File: config.mk
export PLATFORM = sky130hd
export DESIGN_NAME = bcd_rng_gen
export DESIGN_NICKNAME = d
export VERILOG_FILES = /design/src/rtl/bcd_rng_gen.sv
export SDC_FILE = /design/constraint.sdc
export NUM_CORES = 1
export LEC_CHECK = 0
export BUFFER_PORTS_ARGS = -buffer_cell sky130_fd_sc_hd__buf_2
export CAP_MARGIN = 20
export CORE_ASPECT_RATIO = 2
export CORE_MARGIN = 3
export CORE_UTILIZATION = 40
export CTS_BUF_LIST = sky130_fd_sc_hd__clkbuf_16
export CTS_CLUSTER_SIZE = 25
export DETAILED_ROUTE_END_ITERATION = 10
export HOLD_SLACK_MARGIN = 0.03
export PLACE_DENSITY = 0.63
export SETUP_SLACK_MARGIN = 0.05
export SYNTH_ARGS = -nofsm -noshare
export SYNTH_HDL_FRONTEND = slang
export SYNTH_HIERARCHICAL = 1
export SYNTH_SLANG_ARGS = --single-unit
export TNS_END_PERCENT = 5
File: constraint.sdc
create_clock -name clk -period 1.7 [get_ports clk]
set_input_delay 0.34 -clock clk [delete_from_list [all_inputs] [get_ports clk]]
set_output_delay 0.34 -clock clk [all_outputs]
set_load 0.005 [all_outputs]
File: src/rtl/bcd_rng_gen.sv
// bcd_rng_gen: BCD random-number source built on a free-running Galois LFSR.
// A fetch request produces NUM_DIGITS BCD digits. Digits are collected one per
// accepted nibble into per-digit shadow registers. All of them are published
// to the output together in one cycle, and a one-cycle valid pulse marks that
// cycle. REJECT selects the nibble-to-digit mapping:
//   REJECT=0 : digit = (n*10)>>4, every nibble is accepted, fixed latency.
//   REJECT=1 : nibbles above 9 are discarded, so latency depends on the data.

// One digit lane: the shadow register is filled while generation runs, and the
// visible digit register takes the shadow value only on commit.
module bcd_rng_lane (
    input  logic       clk,
    input  logic       rst,
    input  logic       i_wr,
    input  logic [3:0] i_din,
    input  logic       i_commit,
    output logic [3:0] o_digit
);
    logic [3:0] r_shadow;
    logic [3:0] r_digit;

    // Capture the accepted digit for this lane while generation is in progress.
    always_ff @(posedge clk) begin
        if (!rst)      r_shadow <= 4'd0;
        else if (i_wr) r_shadow <= i_din;
    end

    // Publish the shadow value only on commit, so the output never shows a
    // partially generated number.
    always_ff @(posedge clk) begin
        if (!rst)          r_digit <= 4'd0;
        else if (i_commit) r_digit <= r_shadow;
    end

    assign o_digit = r_digit;
endmodule

module bcd_rng_gen #(
    parameter int                NUM_DIGITS = 4,
    parameter int                LFSR_W     = 16,
    parameter logic [LFSR_W-1:0] TAPS       = 16'hB400,
    parameter logic [LFSR_W-1:0] SEED       = 16'hACE1,
    parameter bit                REJECT     = 1'b0
) (
    input  logic                    clk,
    input  logic                    rst,
    input  logic                    seed_load,
    input  logic [LFSR_W-1:0]       seed_in,
    input  logic                    fetch_req,
    output logic                    busy,
    output logic                    num_valid,
    output logic [4*NUM_DIGITS-1:0] digits,
    output logic [LFSR_W-1:0]       lfsr_q
);
    localparam int IDX_W = (NUM_DIGITS > 1) ? $clog2(NUM_DIGITS) : 1;

    typedef enum logic [1:0] {
        S_IDLE = 2'd0,
        S_GEN  = 2'd1,
        S_DONE = 2'd2
    } state_t;

    state_t r_state, w_state_nxt;
    logic [IDX_W-1:0]      r_idx, w_idx_nxt;
    logic [LFSR_W-1:0]     r_lfsr, w_lfsr_adv, w_lfsr_nxt, w_seed;
    logic                  r_num_valid;
    logic [3:0]            w_nib, w_digit;
    logic [7:0]            w_prod;
    logic                  w_accept, w_take, w_last, w_commit, w_busy;
    logic [NUM_DIGITS-1:0] w_wr;

    // ---------------- LFSR ----------------
    // Right-shifting Galois form. The output bit folds back through the tap mask.
    assign w_lfsr_adv = (r_lfsr >> 1) ^ (r_lfsr[0] ? TAPS : '0);
    // A zero seed would lock the LFSR up, so SEED replaces it.
    assign w_seed     = (seed_in == '0) ? SEED : seed_in;
    assign w_lfsr_nxt = seed_load ? w_seed : w_lfsr_adv;

    // The LFSR runs every cycle, whatever the FSM state. A seed load takes
    // priority over the advance.
    always_ff @(posedge clk) begin
        if (!rst) r_lfsr <= SEED;
        else      r_lfsr <= w_lfsr_nxt;
    end

    // ---------------- nibble mapping ----------------
    assign w_nib  = r_lfsr[3:0];
    // Scaling keeps the top 4 bits of n*10. The largest value, 150>>4, is 9,
    // so every nibble maps to a valid BCD digit.
    assign w_prod = {4'd0, w_nib} * 8'd10;

    // Pick the digit value and decide whether this nibble is accepted.
    generate
        if (REJECT) begin : g_reject
            assign w_digit  = w_nib;
            assign w_accept = (w_nib <= 4'd9);
        end else begin : g_scale
            assign w_digit  = w_prod[7:4];
            assign w_accept = 1'b1;
        end
    endgenerate

    assign w_take = (r_state == S_GEN) && w_accept;
    assign w_last = (r_idx == IDX_W'(NUM_DIGITS - 1));

    // ---------------- FSM ----------------
    // State and digit-index registers. A reset in the middle of a fetch drops
    // that fetch, and no valid pulse is issued for it.
    always_ff @(posedge clk) begin
        if (!rst) begin
            r_state <= S_IDLE;
            r_idx   <= '0;
        end else begin
            r_state <= w_state_nxt;
            r_idx   <= w_idx_nxt;
        end
    end

    // Next-state logic and decoded controls. fetch_req is sampled only in IDLE.
    always_comb begin
        w_state_nxt = r_state;
        w_idx_nxt   = r_idx;
        w_busy      = 1'b0;
        w_commit    = 1'b0;
        case (r_state)
            S_IDLE: begin
                if (fetch_req) begin
                    w_state_nxt = S_GEN;
                    w_idx_nxt   = '0;
                end
            end
            S_GEN: begin
                w_busy = 1'b1;
                if (w_accept) begin
                    if (w_last) begin
                        w_state_nxt = S_DONE;
                        w_idx_nxt   = '0;
                    end else begin
                        w_idx_nxt = r_idx + IDX_W'(1);
                    end
                end
            end
            S_DONE: begin
                w_commit    = 1'b1;
                w_state_nxt = S_IDLE;
            end
            default: begin
                w_state_nxt = S_IDLE;
                w_idx_nxt   = '0;
            end
        endcase
    end

    // The valid pulse is registered so that it lines up with the digit
    // registers taking the committed value.
    always_ff @(posedge clk) begin
        if (!rst) r_num_valid <= 1'b0;
        else      r_num_valid <= w_commit;
    end

    // ---------------- digit lanes ----------------
    genvar k;
    generate
        for (k = 0; k < NUM_DIGITS; k++) begin : g_lane
            assign w_wr[k] = w_take && (r_idx == IDX_W'(k));
            bcd_rng_lane u_lane (
                .clk      (clk),
                .rst      (rst),
                .i_wr     (w_wr[k]),
                .i_din    (w_digit),
                .i_commit (w_commit),
                .o_digit  (digits[4*k +: 4])
            );
        end
    endgenerate

    assign busy      = w_busy;
    assign num_valid = r_num_valid;
    assign lfsr_q    = r_lfsr;
endmodule

==> results.py <==
metrics = {
    "status": {
        "outcome": "completed",
    },
    "clock_network": {
        "h-tree-depth": 2,
        "cts-root-to-sink-buffers": 2,
        "cts.root.buffer_cell": "clkbuf_16",
        "clkLatencyLatePin_ps": 290,
        "cts_tree": "done",
        "cts_hold_repair.buffers": 0,
        "numCtsBuffers": 5,
        "clk_transition_reported_paths_ps": 70,
        "cts_sink_cnt": 53,
    },
    "logic_synthesis": {
        "synth.distinct_cells": 25,
        "synth_area_sq_mm": 0.002237,
        "ys_seq_area_share_pct": 47.43,
        "syn_nets": 226,
        "yosys_synthesis_warning_count": 6,
        "synth_seq_cells": 53,
        "syn_inst": 198,
        "postSynthAreaPerCell_sq_um": 11.30,
    },
    "die": {
        "pin_count": 54,
        "die-width_microns": 58.88,
        "rows": 37,
        "die-area_sq_mm": 0.006580,
        "floorplan.core_area_sq_mm": 0.005278,
        "dieHeight_microns": 111.8,
        "floorplan.initialDensity_pct": 42.39,
    },
    "sta": {
        "period_minus_slack_ps": 1621,
        "max_freq_ghz": 0.6167,
        "final-max-slew-violation-count": 0,
        "worst_setup_skew_after_layout_ps": 3.784,
        "unrepaired_setup_endpoints_after_global_routing": "true",
        "worstMarginPinSlew_ps": 371.3,
        "setup_viol_count_final": 0,
        "finalHoldViolations": 0,
        "finalSetupTns_ps": 0,
        "post-route-period-util_pct": 95.38,
        "slew-limit-headroom_pct": 75.20,
    },
    "pwr": {
        "internal-power_w": 0.002115,
        "power-per-cell-area_mw_per_mm2": 986.2,
        "worst_ir_drop_vdd_v": 0.0009725,
        "power_switching_share_pct": 21.95,
        "clock_power_share_pct": 42.3,
        "sequential_share_of_power_pct": 48.2,
        "netSwitchingPower_w": 0.0005948,
        "p_leak_nw": 1.106,
        "comb_power_share_pct": 9.5,
    },
    "flow_run": {
        "maxCapViolations": 0,
    },
    "final_layout": {
        "final-instance-count-excl-fill": 313,
        "layout-area-overhead-vs-synth_pct": 22.82,
        "finalNetCount": 282,
        "finish.utilization_pct": 52.06,
        "diodes": 0,
        "layout.filler_cells": 509,
        "ratio_of_cells_with_drive_above_1_in_the_final_layout_pct": 31.76,
    },
    "worst_setup_path": {
        "critical_path.startpoint_type": "register",
        "cp_data_required_time_ps": 1920,
        "nature_of_the_critical_path_endpoint": "register",
        "cp.arrival_ps": 1840,
        "setup.worst_path.class": "reg2reg",
        "cp_common_cell": "ha_4",
        "path_cells": "ha_4 > ha_4 > fa_2 > xor2_4 > mux2i_1 > nor2b_1",
        "rr_endpoint": "g_lane[1].u_lane/r_shadow[2]$_SDFFE_PN0P_",
        "worst-path-buf-inv": 0,
        "ff2ff_path_depth": 6,
        "worst_setup_path_endpoint": "g_lane[1].u_lane/r_shadow[2]$_SDFFE_PN0P_",
        "startpoint": "lfsr_q[3]$_SDFF_PN0_",
        "crit_path_max_fanout": 4,
        "cpPeakStageDelay_ps": 380,
        "minimum_setup_slack_among_reg_to_reg_paths_ps": 80,
        "timing.critical_path.depth": 6,
        "critPathSlowestCell": "fa_2",
        "crit_family": "adder cells",
        "crit-reg2reg-launch": "lfsr_q[3]$_SDFF_PN0_",
    },
    "grt": {
        "gr-usage-all-layers_pct": 15.03,
        "first_global_vias": 1544,
        "antenna_found_initial": 0,
        "largest_net_degree_at_the_start_of_global_routing": 25,
        "grt_overflow_total": 0,
        "wire_length_of_the_first_global_routing_pass_mm": 7.583,
    },
    "place": {
        "dp_hpwl_mm": 3.416,
        "place_inst": 304,
        "gpl.final_weighted_congestion": 0.7755,
        "numPortBuffers": 53,
    },
    "route": {
        "via_count": 1555,
        "detail_route.wl_per_cell_microns": 14.57,
        "routed_antenna_nets": 0,
        "drt_iter0_drc": 12,
        "route.detailed.drc": 0,
        "via_per_inst": 4.968,
        "firstDrtPassIters": 4,
        "finalWirelength_mm": 4.559,
    },
    "hold_path": {
        "timing.hold.worst.class": "in2reg",
    },
}
==> sequential cells by signal, summed over array words and instances, names as in the netlist <==
name and cells:
num_valid 1, lfsr_q 16, r_state 2, g_lane.u_lane/r_shadow 16, g_lane.u_lane/o_digit 16, r_idx 2
==> per-layer routing <==
metal  GRT usage (%)  share of wire [%]  vias up  routed length (microns)
met1           16.87                 39      726                     1786
met5               0                  0        -                        0
met2           26.51                 55       42                     2491
met3           2.784                4.3        6                      197
met4           6.354                1.8        0                       84
li1                -                  -      781                        -
==> per-stage QoR <==
stage	total power (W)	hold slack [ps]	setup slack, ps	cell area [sq um]
after floorplan	0.001473	426.6	76.68	2248
after global placement	0.001576	444.0	30.20	2529
after detailed placement	0.001577	452.7	-54.08	2529
after CTS	0.002741	283.6	-9.131	2745
after global routing	0.002813	294.6	7.086	2748
final	0.002710	289.6	78.56	2748
==> timing repair <==
item	CTS	global route
buffers inserted	1	0
cloned	0	0
gates resized for setup	5	1
pin swaps	4	2
setup endpoints to repair	8	7
==> cell usage after synthesis (all sizes together) <==
library cell / instances / area share, %
nand2b: 2 / 0.56
nor2b: 45 / 13
nor4: 4 / 1.1
xor2: 3 / 1.2
and3: 1 / 0.28
nor3b: 1 / 0.34
nor2: 1 / 0.17
a21oi: 2 / 0.45
fa: 1 / 0.89
mux2i: 39 / 17
ha: 7 / 3.9
clkbuf: 2 / 0.34
xnor2: 1 / 0.39
a41o: 1 / 0.50
a32oi: 2 / 0.78
inv: 3 / 0.50
buf: 12 / 5.4
o21ai: 1 / 0.22
nand2: 2 / 0.45
and2: 7 / 2.0
o22a: 8 / 3.1
dfxtp: 53 / 47
==> worst min path at each step <==
stage / start / endpoint / slack, ps / cells after the start
after floorplan: r_state[1]$_SDFFE_PN0P_ / r_state[0]$_SDFFE_PN0P_ / 430 / 1
after global placement: lfsr_q[6]$_SDFF_PN1_ / lfsr_q[5]$_SDFF_PN1_ / 440 / 1
after detailed placement: lfsr_q[6]$_SDFF_PN1_ / lfsr_q[5]$_SDFF_PN1_ / 450 / 1
after CTS: seed_in[7] / lfsr_q[7]$_SDFF_PN1_ / 280 / 2
after global routing: seed_in[7] / lfsr_q[7]$_SDFF_PN1_ / 290 / 2
final: seed_in[7] / lfsr_q[7]$_SDFF_PN1_ / 290 / 2
==> power groups by stage <==
stage	clock (W)	combinational, W	sequential (W)
3_3_place_gp	0	0.000244	0.00133
3_5_place_dp	0	0.000244	0.00133
2_1_floorplan	0	0.000136	0.00134
6_report	0.00115	0.000256	0.00131
4_1_cts	0.00118	0.000258	0.00131
5_1_grt	0.00122	0.000282	0.00131
==> final cells by class <==
class	count	area (sq um)	area share, %
Tap cell	58	72.57	2.641
Timing Repair Buffer	63	340.3	12.39
Clock buffer	5	125.1	4.554
Inverter	3	11.26	0.4098
Multi-Input combinational cell	128	1089	39.62
Sequential cell	53	1064	38.71
Clock inverter	3	46.29	1.685
==> cells in the final DEF, fill, tap and decap left out, types with 2 or more instances in the layout <==
master	count
a21oi_1	2
a32oi_1	2
and2_1	7
buf_2	53
buf_4	10
clkbuf_16	5
dfxtp_1	51
dfxtp_2	2
ha_1	5
ha_4	2
inv_1	3
mux2i_1	39
nand2b_1	2
nor2b_1	43
nor2b_2	2
nor4_1	4
o22a_1	8
xor2_1	2
==> cell families (layout without fill, tap and decap cells) <==
logic type	count (synthesis)	count (layout)	synth area share, %
DFF	53	53	47.43
xor gates and xnor gates	4	4	1.566
muxes	39	39	17.45
AOI/OAI and AO/OA	14	14	5.090
buffers and inverters	17	74	6.208
adders and majority gates	8	8	4.810
and+or+nand+nor	63	63	17.45
Power figures use the tool's default switching activity.
